### src/rtl/vote_tally.sv
// Ballot-collection unit: one vote per issued ballot, saturating per-candidate counts,
// with results frozen once the poll is closed.
module vote_tally #(
    parameter int N_CAND  = 3,
    parameter int CNT_W   = 4,
    parameter int TIMEOUT = 16
) (
    input  logic                    clk,
    input  logic                    rst_n,
    input  logic                    ballot_issue,
    input  logic                    close_poll,
    input  logic                    clear_counts,
    input  logic                    vote_valid,
    input  logic [1:0]              vote_sel,
    output logic [4*N_CAND-1:0]     candidate_numbers,
    output logic [CNT_W*N_CAND-1:0] vote_counts,
    output logic [CNT_W+1:0]        total_votes,
    output logic                    vote_ack,
    output logic                    vote_err,
    output logic                    ballot_timeout,
    output logic                    overflow,
    output logic                    ballot_open,
    output logic                    results_valid
);

    localparam int TW    = (TIMEOUT > 2) ? $clog2(TIMEOUT) : 1;
    localparam int TOT_W = CNT_W + 2;

    localparam logic [CNT_W-1:0] CNT_MAX = '1;
    localparam logic [CNT_W-1:0] CNT_ONE = 1;
    localparam logic [TOT_W-1:0] TOT_MAX = '1;
    localparam logic [TOT_W-1:0] TOT_ONE = 1;
    localparam logic [TW-1:0]    TMO_ONE = 1;
    localparam logic [TW-1:0]    TMO_END = TW'(TIMEOUT - 1);

    typedef enum logic [1:0] {
        S_IDLE,
        S_ARMED,
        S_CLOSED
    } state_t;

    state_t                         state_q, state_d;
    logic [TW-1:0]                  tmo_q, tmo_d;
    logic [N_CAND-1:0][CNT_W-1:0]   cnt_q, cnt_d;
    logic [TOT_W-1:0]               tot_q, tot_d;
    logic                           ovf_q, ovf_d;
    logic                           ack_q, ack_d;
    logic                           err_q, err_d;
    logic                           to_q, to_d;
    logic                           sel_ok;

    assign sel_ok = (int'(vote_sel) < N_CAND);

    always_comb begin
        candidate_numbers = '0;
        for (int unsigned i = 0; i < N_CAND; i++) begin
            candidate_numbers[4*i +: 4] = 4'(i);
        end
    end

    always_comb begin
        state_d = state_q;
        tmo_d   = tmo_q;
        cnt_d   = cnt_q;
        tot_d   = tot_q;
        ovf_d   = ovf_q;
        ack_d   = 1'b0;
        err_d   = 1'b0;
        to_d    = 1'b0;
        case (state_q)
            S_IDLE: begin
                if (close_poll) begin
                    state_d = S_CLOSED;
                end else if (clear_counts) begin
                    cnt_d = '0;
                    tot_d = '0;
                    ovf_d = 1'b0;
                end else if (ballot_issue) begin
                    state_d = S_ARMED;
                    tmo_d   = '0;
                end
            end
            S_ARMED: begin
                if (vote_valid && sel_ok) begin
                    for (int unsigned i = 0; i < N_CAND; i++) begin
                        if (vote_sel == 2'(i)) begin
                            if (cnt_q[i] == CNT_MAX) ovf_d = 1'b1;
                            else                     cnt_d[i] = cnt_q[i] + CNT_ONE;
                        end
                    end
                    if (tot_q != TOT_MAX) tot_d = tot_q + TOT_ONE;
                    ack_d   = 1'b1;
                    state_d = S_IDLE;
                end else begin
                    // An out-of-range press does not stop the ballot from ageing.
                    err_d = vote_valid;
                    if (tmo_q == TMO_END) begin
                        to_d    = 1'b1;
                        state_d = S_IDLE;
                    end else begin
                        tmo_d = tmo_q + TMO_ONE;
                    end
                end
            end
            S_CLOSED: ;
            default: state_d = S_IDLE;
        endcase
    end

    always_ff @(posedge clk or negedge rst_n) begin
        if (!rst_n) begin
            state_q <= S_IDLE;
            tmo_q   <= '0;
            cnt_q   <= '0;
            tot_q   <= '0;
            ovf_q   <= 1'b0;
            ack_q   <= 1'b0;
            err_q   <= 1'b0;
            to_q    <= 1'b0;
        end else begin
            state_q <= state_d;
            tmo_q   <= tmo_d;
            cnt_q   <= cnt_d;
            tot_q   <= tot_d;
            ovf_q   <= ovf_d;
            ack_q   <= ack_d;
            err_q   <= err_d;
            to_q    <= to_d;
        end
    end

    assign vote_counts    = cnt_q;
    assign total_votes    = tot_q;
    assign overflow       = ovf_q;
    assign vote_ack       = ack_q;
    assign vote_err       = err_q;
    assign ballot_timeout = to_q;
    assign ballot_open    = (state_q == S_ARMED);
    assign results_valid  = (state_q == S_CLOSED);

endmodule

### config.mk
export PLATFORM = sky130hd
export DESIGN_NAME = vote_tally
export DESIGN_NICKNAME = d
export VERILOG_FILES = /design/src/rtl/vote_tally.sv
export SDC_FILE = /design/constraint.sdc
export NUM_CORES = 1
export LEC_CHECK = 0
export CORE_AREA = 2 2 71 53
export DETAILED_ROUTE_END_ITERATION = 10
export DIE_AREA = 0 0 73 55
export PLACE_DENSITY_LB_ADDON = 0.2
export SYNTH_ARGS = -nofsm -noshare
export SYNTH_HDL_FRONTEND = slang
export SYNTH_SLANG_ARGS = --single-unit
### constraint.sdc
create_clock -name clk -period 3.5 [get_ports clk]
set_clock_uncertainty 0.2 [all_clocks]
set_input_delay 0.7 -clock clk [delete_from_list [all_inputs] [get_ports clk]]
set_output_delay 0.7 -clock clk [all_outputs]
set_load 0.01 [all_outputs]
==> impl_metrics.json <==
{
  "arrival_ps": 1800,
  "synth_edf_count": 0,
  "hold_buffers": 0,
  "drt_iter0_drc": 137,
  "drc_errors": 0,
  "synthToLayoutAreaGrowth_pct": 19.5,
  "synth_top_cell_area_share_pct": 42.2,
  "dieArea_sq_um": 4020,
  "numPortBuffers": 31,
  "wl_per_cell_um": 15.3,
  "drtAntennaViolNets": 0,
  "grt_pass1_vias": 1299,
  "io_pins": 44,
  "synth-xor-area-share_pct": 0,
  "worstHoldPathType": "register to register",
  "synth_top_family_by_area": "simple AND/OR/NAND/NOR gates",
  "yosysMostFrequentCell": "dfrtp_1",
  "slew_viol_final": 0,
  "rsz0062_at_grt": "false",
  "yosysWarnings": 0,
  "fin_crit_sh_pct": 77.2,
  "wl_met3_um": 188,
  "syn_area_per_cell_sq_um": 9.17,
  "cts_root_buf": "clkbuf_8",
  "synthTopCellsByCount": "28 x dfrtp_1, 20 x nand3_1, 17 x nand2_1",
  "num_vias": 1442,
  "crit_path_end_kind": "primary output",
  "yosys.area.top_type": "dfrtp_1",
  "crit_path_start_kind": "register",
  "syn_area_sq_um": 1660,
  "finalWeightedCongestion": 0.775,
  "final-hold-violation-count": 0,
  "firstDrtPassIters": 4,
  "insertion_delay_ps": 270,
  "grt_usage_pct": 20.3,
  "worstPathRequired_ps": 2600,
  "synth.area.top_cells": "dfrtp_1 42%, nand3_1 6.0%, buf_4 5.9%",
  "num_rows": 18,
  "cts_tree": "done",
  "core_sq_um": 3360,
  "nets": 221,
  "synth-compound-area-share_pct": 16.1,
  "relSlewSlack_pct": 54.0,
  "async_flop_share_pct": 100,
  "ys_seq_area_share_pct": 42.2,
  "cts_num_sinks": 28,
  "ys_types": 45,
  "cts_buffer_depth": 2,
  "dp_hpwl_mm": 2.75,
  "drive_above_1_share_pct": 7.28,
  "diodes": 0,
  "clkTransAtPathRegs_ps": 90,
  "peakVddDrop_uv": 156,
  "nFillCells": 291,
  "cts_buffers": 3,
  "setup_viol": 0,
  "leakage_nw": 0.858,
  "powerDensity_nw_per_um2": 301,
  "tightest_slew_ps": 689,
  "die_w_um": 73,
  "top_layer": "met4",
  "fin_setup_tns_ps": 0,
  "htree_levels": 1,
  "post-cts-setup-buffers": 0,
  "synthFlopType": "dfrtp_1",
  "cts_resized": 0,
  "start_util_pct": 49.4,
  "clock.fmax_mhz": 370,
  "grt_pass1_wl_mm": 6.25,
  "wirelength_mm": 3.76,
  "synth_seq_cells": 28,
  "maxCapViolations": 0,
  "synthCells": 181,
  "period_needed_ps": 2700,
  "dr_wl_met2_mm": 1.73,
  "grt_max_degree": 29,
  "post-route-util_pct": 59.1,
  "m1WireLength_mm": 1.82,
  "synthSimpleGateAreaFrac_pct": 24.1,
  "worstSetupPathType": "register to primary output",
  "synth_fa_ha_area_share_pct": 3.77,
  "antenna_found_initial": 0,
  "synth_mux_area_share_pct": 3.85,
  "die_h_um": 55,
  "outcome": "finished clean",
  "grt-ovfl-total": 0,
  "viasPerCell": 5.86,
  "worstPathMaxFanout": 17
}
## per-stage QoR
step | setup WS, ps | hold WS, ps | instances | area, sq um | power [mW]
finish | 798 | 307 | 246 | 1980 | 0.596
global route | 699 | 328 | 246 | 1980 | 0.622
CTS | 811 | 313 | 246 | 1980 | 0.601
detailed placement | 731 | 300 | 243 | 1940 | 0.430
global placement | 813 | 288 | 243 | 1940 | 0.425
floorplan | 1390 | 204 | 191 | 1700 | 0.398
## layer usage
metal  track usage, %  up-vias
met5                0        -
met4             3.40        0
met3             4.35        4
met2             31.5       52
met1             29.7      695
li1                 -      691
## worst paths after layout
path / cells past startpoint / slack [ps] / endpoint / from
max: 3 / 800 / ballot_open / state_q[0]
min: 1 / 310 / tmo_q[0] / tmo_q[0]
max reg2reg: 3 / 1250 / total_votes[1] / state_q[0]
min reg2reg: 1 / 310 / tmo_q[0] / tmo_q[0]
max in group asynchronous: 2 / 2230 / vote_counts[11] / rst_n
min in group asynchronous: 2 / 600 / total_votes[5] / rst_n
## kinds of logic after synthesis
family / Yosys count
flops: 28
buf+inv: 28
simple gates: 74
mux: 6
other cells: 2
compound gates: 38
fa+ha+maj: 5
## worst max-delay path, stage by stage (launching register included)
cell and delay (ps):
dfrtp_1 710, nand2b_4 140, inv_2 130, clkdlybuf4s50_1 540
## state kept, by name (all words and copies together), names as in the netlist
signal and flops:
overflow 1, state_q 2, total_votes 6, vote_err 1, ballot_timeout 1, vote_counts 12
vote_ack 1, tmo_q 4
## area by class of cell
| class | count | area, sq um | share of cell area [%] |
|---|---|---|---|
| clock buffer | 3 | 41.3 | 2.08 |
| tap | 40 | 50.0 | 2.53 |
| timing repair buffer | 33 | 325 | 16.4 |
| inverter | 7 | 26.3 | 1.33 |
| multi-input combinational | 135 | 838 | 42.3 |
| sequential | 28 | 701 | 35.4 |
## placed cells by master, fill, tap and decap left out, types with 2 or more instances in the layout
master / netlist / routed
or4_1: 4 / 4
conb_1: 2 / 12
ha_1: 5 / 5
clkdlybuf4s50_1: 0 / 31
nor2_1: 8 / 8
and3_1: 3 / 3
or3_1: 2 / 2
nand4_1: 4 / 4
o21ai_0: 6 / 6
nand3_1: 20 / 20
o211ai_1: 4 / 4
a31oi_1: 3 / 3
nor2b_1: 4 / 4
inv_1: 6 / 6
dfrtp_1: 28 / 28
o31ai_1: 3 / 3
nand2_1: 17 / 17
mux2_2: 3 / 3
clkbuf_8: 0 / 3
o311ai_0: 2 / 2
buf_4: 13 / 2
o22ai_1: 3 / 3
a21oi_1: 7 / 7
nand2b_1: 3 / 3
mux2i_1: 3 / 3
## power breakdown
| group | leakage (nW) | switching (mW) | total (mW) | internal (mW) |
|---|---|---|---|---|
| registers | 0.355 | 0.0126 | 0.347 | 0.335 |
| logic | 0.482 | 0.0417 | 0.0766 | 0.0349 |
| clock network | 0.0216 | 0.0953 | 0.172 | 0.0772 |
(Power assumes the default switching activity.)
